==> config.mk <==
export PLATFORM = sky130hd
export DESIGN_NAME = shift_left_right_deserializer_flat
export DESIGN_NICKNAME = d
export VERILOG_FILES = /design/src/rtl/shift_left_right_deserializer_if.sv /design/src/rtl/shift_left_right_deserializer.sv /design/src/flat_wrapper.sv
export SDC_FILE = /design/constraint.sdc
export NUM_CORES = 1
export LEC_CHECK = 0
export ABC_AREA = 1
export ABC_CLOCK_PERIOD_IN_PS = 1690
export CAP_MARGIN = 20
export CELL_PAD_IN_SITES_DETAIL_PLACEMENT = 0
export CELL_PAD_IN_SITES_GLOBAL_PLACEMENT = 2
export CORE_UTILIZATION = 30
export DETAILED_ROUTE_END_ITERATION = 8
export MAX_ROUTING_LAYER = met4
export PLACE_DENSITY_LB_ADDON = 0.12
export RECOVER_POWER = 50
export SETUP_SLACK_MARGIN = 0.05
export SYNTH_ARGS = -nofsm -noshare
export SYNTH_HDL_FRONTEND = slang
export SYNTH_SLANG_ARGS = --single-unit
==> constraint.sdc <==
create_clock -name clk -period 1.69 [get_ports clk]
set_input_delay 0.4225 -clock clk [delete_from_list [all_inputs] [get_ports clk]]
set_output_delay 0.4225 -clock clk [all_outputs]
set_load 0.02 [all_outputs]
==> src/rtl/shift_left_right_deserializer_if.sv <==
// Serial receive link bundle: bit strobes in, framed words out through a
// one-entry valid/ready holding buffer.
interface shift_left_right_deserializer_if #(
  parameter int WIDTH = 8
);
  localparam int CNT_W = $clog2(WIDTH);

  logic             serial_in;
  logic             bit_valid;
  logic             shift_left_right;
  logic             clear;
  logic [WIDTH-1:0] q;
  logic             q_valid;
  logic             q_ready;
  logic [CNT_W-1:0] bit_count;
  logic             overrun;

  modport master (
    output serial_in, bit_valid, shift_left_right, clear, q_ready,
    input  q, q_valid, bit_count, overrun
  );

  modport slave (
    input  serial_in, bit_valid, shift_left_right, clear, q_ready,
    output q, q_valid, bit_count, overrun
  );
endinterface

==> src/rtl/shift_left_right_deserializer.sv <==
// Serial-in/parallel-out receiver: frames WIDTH strobed bits (MSB- or LSB-first)
// into words and hands them to a one-entry holding buffer with overrun detection.
module shift_left_right_deserializer #(
  parameter int WIDTH = 8
) (
  input  logic                           clk,
  input  logic                           reset,
  shift_left_right_deserializer_if.slave bus
);
  localparam int CNT_W = $clog2(WIDTH);

  typedef enum logic {IDLE, COLLECT} state_t;

  state_t           state;
  logic [WIDTH-1:0] sr;
  logic [CNT_W-1:0] bit_count;
  logic             dir;
  logic [WIDTH-1:0] q_r;
  logic             q_valid_r;
  logic             overrun_r;

  logic             dir_eff;
  logic [WIDTH-1:0] sr_next;
  logic             word_done;
  logic             pop;

  function automatic logic [WIDTH-1:0] shift_in(input logic [WIDTH-1:0] cur,
                                                input logic             d,
                                                input logic             b);
    if (d) shift_in = {b, cur[WIDTH-1:1]};
    else   shift_in = {cur[WIDTH-2:0], b};
  endfunction

  // The first bit of a word takes the live direction; later bits use the latched one.
  always_comb begin
    dir_eff   = (state == IDLE) ? bus.shift_left_right : dir;
    sr_next   = shift_in(sr, dir_eff, bus.serial_in);
    word_done = bus.bit_valid && !bus.clear && (state == COLLECT) &&
                (bit_count == CNT_W'(WIDTH - 1));
    pop       = q_valid_r && bus.q_ready;
  end

  always_ff @(posedge clk or posedge reset) begin
    if (reset) begin
      state     <= IDLE;
      sr        <= '0;
      bit_count <= '0;
      dir       <= 1'b0;
      q_r       <= '0;
      q_valid_r <= 1'b0;
      overrun_r <= 1'b0;
    end else begin
      if (bus.clear) begin
        state     <= IDLE;
        bit_count <= '0;
        overrun_r <= 1'b0;
      end else if (bus.bit_valid) begin
        sr <= sr_next;
        case (state)
          IDLE: begin
            dir       <= bus.shift_left_right;
            bit_count <= CNT_W'(1);
            state     <= COLLECT;
          end
          COLLECT: begin
            if (word_done) begin
              bit_count <= '0;
              state     <= IDLE;
            end else begin
              bit_count <= bit_count + CNT_W'(1);
            end
          end
          default: state <= IDLE;
        endcase
      end

      // A pop in the same cycle frees the slot for the completing word.
      if (word_done) begin
        if (!q_valid_r || pop) begin
          q_r       <= sr_next;
          q_valid_r <= 1'b1;
        end else begin
          overrun_r <= 1'b1;
        end
      end else if (pop) begin
        q_valid_r <= 1'b0;
      end
    end
  end

  assign bus.q         = q_r;
  assign bus.q_valid   = q_valid_r;
  assign bus.bit_count = bit_count;
  assign bus.overrun   = overrun_r;
endmodule
==> src/flat_wrapper.sv <==
// flat-port wrapper written by rule: the top's interface ports become plain ports
module shift_left_right_deserializer_flat 
#(
  parameter int WIDTH = 8
)
  (clk, reset, bus_serial_in, bus_bit_valid, bus_shift_left_right, bus_clear, bus_q_ready, bus_q, bus_q_valid, bus_bit_count, bus_overrun);
  shift_left_right_deserializer_if #(.WIDTH(WIDTH)) bus_i ();
  input  logic clk;
  input  logic reset;
  input wire logic [$bits(bus_i.serial_in)-1:0] bus_serial_in;
  input wire logic [$bits(bus_i.bit_valid)-1:0] bus_bit_valid;
  input wire logic [$bits(bus_i.shift_left_right)-1:0] bus_shift_left_right;
  input wire logic [$bits(bus_i.clear)-1:0] bus_clear;
  input wire logic [$bits(bus_i.q_ready)-1:0] bus_q_ready;
  output wire logic [$bits(bus_i.q)-1:0] bus_q;
  output wire logic [$bits(bus_i.q_valid)-1:0] bus_q_valid;
  output wire logic [$bits(bus_i.bit_count)-1:0] bus_bit_count;
  output wire logic [$bits(bus_i.overrun)-1:0] bus_overrun;
  assign bus_i.serial_in = bus_serial_in;
  assign bus_i.bit_valid = bus_bit_valid;
  assign bus_i.shift_left_right = bus_shift_left_right;
  assign bus_i.clear = bus_clear;
  assign bus_i.q_ready = bus_q_ready;
  assign bus_q = bus_i.q;
  assign bus_q_valid = bus_i.q_valid;
  assign bus_bit_count = bus_i.bit_count;
  assign bus_overrun = bus_i.overrun;
  shift_left_right_deserializer #(.WIDTH(WIDTH)) u_core (.clk(clk), .reset(reset), .bus(bus_i));
endmodule
==> Word level (Yosys, flattened, before mapping) <==
Index checks and enable logic that the tools add are counted.
{ "op_classes": {"n_addsub": 1, "eq_ne": 2, "mux": 16, "n_bitwise": 2, "reduce_logical": 12} }
{ "op_table": {"columns": ["operator", "count"], "rows": [
  ["1-bit two-way mux", 10],
  ["3-bit two-way mux", 3],
  ["8-bit two-way mux", 1],
  ["3-bit one-hot mux with 2 select lines", 1],
  ["2-bit AND reduction", 3],
  ["1-bit logical AND", 4],
  ["2-bit nonzero test", 2],
  ["3-bit by 1-bit adder with 3-bit output, second input constant", 1],
  ["3-bit == test, second input constant", 1],
  ["1-bit logical NOT", 2],
  ["2-bit != test, second input constant", 1],
  ["1-bit inverter", 2],
  ["1-bit one-hot mux with 2 select lines", 1],
  ["1-bit logical OR", 1]
]} }
{ "word_totals": {"reg_bits": 23, "inputBits": 7} }

==> Longest topological paths before layout <==
{ "depth": {"depth_word": 8, "mapped_depth": 7, "mapped_depth_nobuf": 6} }

==> Least setup slack after synthesis <==
No wires, ideal clock.
{ "synth_path": {"path_kind": "register to register", "start": "reg u_core.bit_count[0] (netlist: u_core.bus.bit_count[0])", "end": "reg u_core.q_r[0] (netlist: u_core.bus.q[0])", "setup_ns": 0.119, "arrival_time_ns": 1.297, "t_required_ns": 1.571, "slack_ns": 0.274, "path_stages_with_launch": 7, "path_buffers": 1, "cell_sequence": "dfrtp_1 ha_1 ha_1 nand4_4 buf_6 o21bai_1 nand2_1"} }
{ "synth_via": {"elab_chain_cells": 3} }
{ "synth_rtl": {"columns": ["element", "line_no", "rtl"], "rows": [
  ["from (decl)", "shift_left_right_deserializer.sv:16", "logic [CNT_W-1:0] bit_count;"],
  ["from (signal assigned)", "shift_left_right_deserializer.sv:70", "bit_count <= bit_count + CNT_W'(1);"],
  ["3-bit == test", "shift_left_right_deserializer.sv:39", "(bit_count == CNT_W'(WIDTH - 1));"],
  ["1-bit logical AND", "shift_left_right_deserializer.sv:38", "word_done = bus.bit_valid && !bus.clear && (state == COLLECT) &&"],
  ["2-bit AND reduction (no line)", null, null],
  ["to (signal assigned)", "shift_left_right_deserializer.sv:80", "q_r <= sr_next;"],
  ["to (decl)", "shift_left_right_deserializer.sv:18", "logic [WIDTH-1:0] q_r;"]
]} }
No other way between the ends.
A chain may end at the register's enable or synchronous reset.

==> Worst setup path after layout <==
{ "layout_path": {"start": "in bus_bit_valid", "end": "reg u_core.q_r[1] (netlist: u_core.bus.q[1])"} }
{ "layout_via": {"elab_chain_cells": 4} }
{ "layout_rtl": {"columns": ["element", "line_no", "rtl"], "rows": [
  ["from (decl)", "flat_wrapper.sv:11", "input wire logic [$bits(bus_i.bit_valid)-1:0] bus_bit_valid;"],
  ["1-bit logical AND (3 in series)", "shift_left_right_deserializer.sv:38", null],
  ["2-bit AND reduction (no line)", null, null]
]} }
No other way between the ends.

==> metrics <==
syn nets 153; first-pass GRT wire length ~4300 um; CTS tree done; pwr dens between 800 and 900 nW/um^2; post-layout util slightly below 40%; mapped cell area around 1200 um^2; GRT Overall Usage between 10% and 20%; post-synth cell types 15; Congestion Overflow GR 0; Hold EP u_core.bus.overrun; worst min-delay path class reg -> reg; unrepaired setup endpoints after global routing no; Via density 4.51; R2R Path End u_core.bus.q[1]; critical path startpoint category input port; largest net degree at the start of global routing 24; met3 wire length approximately 130 um; hold_buf cts 0; DRC 0; Max-cap violations 0; # rows 22; critical path endpoint category register; CTS Buf Count 3; hpwl dp ~1800 um; post-synthesis sequential element count 23; top routing layer used met4; CTS Sinks 23; Initial Util about a third; Tcrit/Tclk final 87.8%; Worst Setup Path Type in -> reg; CTS H-tree depth 1; I/O Pins 20; Clock Latency Late Sink between 0.2 and 0.3 ns; Final Max Tran Viols 0; R2R Path Start u_core.bus.bit_count[0]; Final ANT Viol Nets 0; FF/Latch Area 576 um^2; CP Max Fanout 13; Avg Inst Size Synth 8.13 um^2; fin nets 178; initial antenna violation count 0; Routed WL around 2400 um; Root Buffer clkbuf_8; clock-pin slew on the worst setup and hold paths 0.08 ns; hold_sp u_core.bus.overrun; Iter 0 DRT Violations 55; FMAX a little under 700 MHz; Crit path required time approximately 1.9 ns; post-synthesis cell count ~140; vias in the first global route slightly below 1000; core footprint 3720 um^2; final-layout fill cell count 407; share of cells above drive strength 1 a little under a tenth; DRT met1 WL between 1000 and 1500 um; setup bufs post-CTS 0; multi-input combinational cell area approximately 500 um^2; WL/cell 11.2 um; final hold violation count 0; Placed Instance Area roughly 1400 um^2; Die Footprint between 4000 and 5000 um^2; Met2 Wirelength around 1100 um; area grow syn2layout 22.4%; r2r setup slk 0.24 ns; port buffer count 19; via count 974; Min Hold Slack 0.490 ns; antenna diode count 0; Leak roughly 0.00074 uW; Syn. warnings 0; post-route minimum period roughly 1.5 ns; GPL Wtd Cong between 0.8 and 0.9; Die H 64.5 um; Rel. slew slack 62.1%; post-synthesis sequential area ratio between 40% and 50%; 1st-pass router iterations 4; clk buf depth 2; Tightest Pin Transition roughly 0.57 ns; Reg2Reg Depth 6; status completed; Worst Hold Depth 2; WP data arrival around 1.7 ns; final instance area 1430 um^2; Clock Skew ~0.0014 ns; die width around 64 um; setup violators final 0; Max VDD drop roughly 0.00056 V
synthesized netlist by cell type (all sizes together):
cell    count  area (um^2)
buf         3         33.8
dfrtp      23          576
ha          2         25.0
inv        17         63.8
nand2      63          244
nand3      20          100
nand4       1         21.3
nor2        4         32.5
o21ai       3         15.0
o21bai      8         60.1
area by class of cell:
| cell class | instances | area share, % |
|---|---|---|
| well taps | 48 | 4.19 |
| flip-flops and latches | 23 | 40.1 |
| multi-input cells | 101 | 34.7 |
| inverters | 17 | 4.45 |
| repair buffers | 23 | 13.4 |
| clock buffers | 4 | 3.14 |
placed cells by master (no fill, tap or decap), types with 3 or more instances in the layout:
cell type         n
o21ai_0           3
clkbuf_8          3
buf_4             3
clkdlybuf4s50_1   4
nand3_1          20
nand2_2           3
inv_1            15
o21bai_1          8
nand2_1          60
dlygate4sd2_1    11
clkbuf_1          3
dfrtp_1          23
kinds of logic (layout without fill, tap and decap cells):
family / after synthesis / after routing / share of synthesized area [%]
buffers and inverters: 20 / 44 / 8.33
adders and majority gates: 2 / 2 / 2.14
AOI/OAI and AO/OA: 11 / 11 / 6.41
DFF: 23 / 23 / 49.1
and+or+nand+nor: 88 / 88 / 34.0
routing by layer:
metal  global-route usage [%]  vias up
met5                        -        -
met4                     5.83        0
met3                     2.29        2
met2                     21.7       22
met1                     17.4      451
li1                         -      499
how the worst max path moves through the flow:
stage / from / endpoint / slack, ns / cells past startpoint
5_1_grt: u_core.bus.bit_count[0] / u_core.bus.q[1] / 0.09 / 6
2_1_floorplan: u_core.bus.bit_count[0] / u_core.bus.q[0] / 0.27 / 6
6_report: bus_bit_valid / u_core.bus.q[1] / 0.21 / 5
3_5_place_dp: bus_clear / u_core.bus.q[1] / -0.03 / 6
4_1_cts: u_core.bus.q_valid / bus_q_valid / 0.05 / 1
3_3_place_gp: bus_clear / u_core.bus.q[1] / -0.04 / 6
power by group:
part / leakage (uW) / switching [uW] / internal, uW
clock: 0.0000228 / 168 / 168
combinational: 0.000445 / 124 / 78.7
sequential: 0.000269 / 47.0 / 606
total: 0.000737 / 339 / 853
worst max-delay path: stages:
cell and delay, ns:
dlygate4sd3_1 0.62, nand4_4 0.24, nor2_4 0.24, nand2_1 0.10
nand2_1 0.06
sequential cells by signal, indices dropped and copies added (netlist names):
name and cells:
u_core.sr 8, u_core.bus.q_valid 1, u_core.bus.bit_count 3, u_core.bus.overrun 1
u_core.state 1, u_core.bus.q 8, u_core.dir 1
through the flow:
| step | TNS, ns | total power [uW] | worst slack, ns | std cells |
|---|---|---|---|---|
| global route | 0 | 1270 | 0.0873 | 216 |
| floorplan | 0 | 805 | 0.274 | 144 |
| detailed placement | -0.0890 | 875 | -0.0250 | 212 |
| global placement | -0.125 | 881 | -0.0367 | 212 |
| finish | 0 | 1190 | 0.206 | 216 |
| CTS | 0 | 1220 | 0.0506 | 216 |
repair_timing:
action | CTS | global route
cloned | 0 | 0
gates resized for setup | 11 | 2
hold endpoints to repair | 0 | 0
setup endpoints to repair | 11 | 2
(Power assumes the default switching activity.)
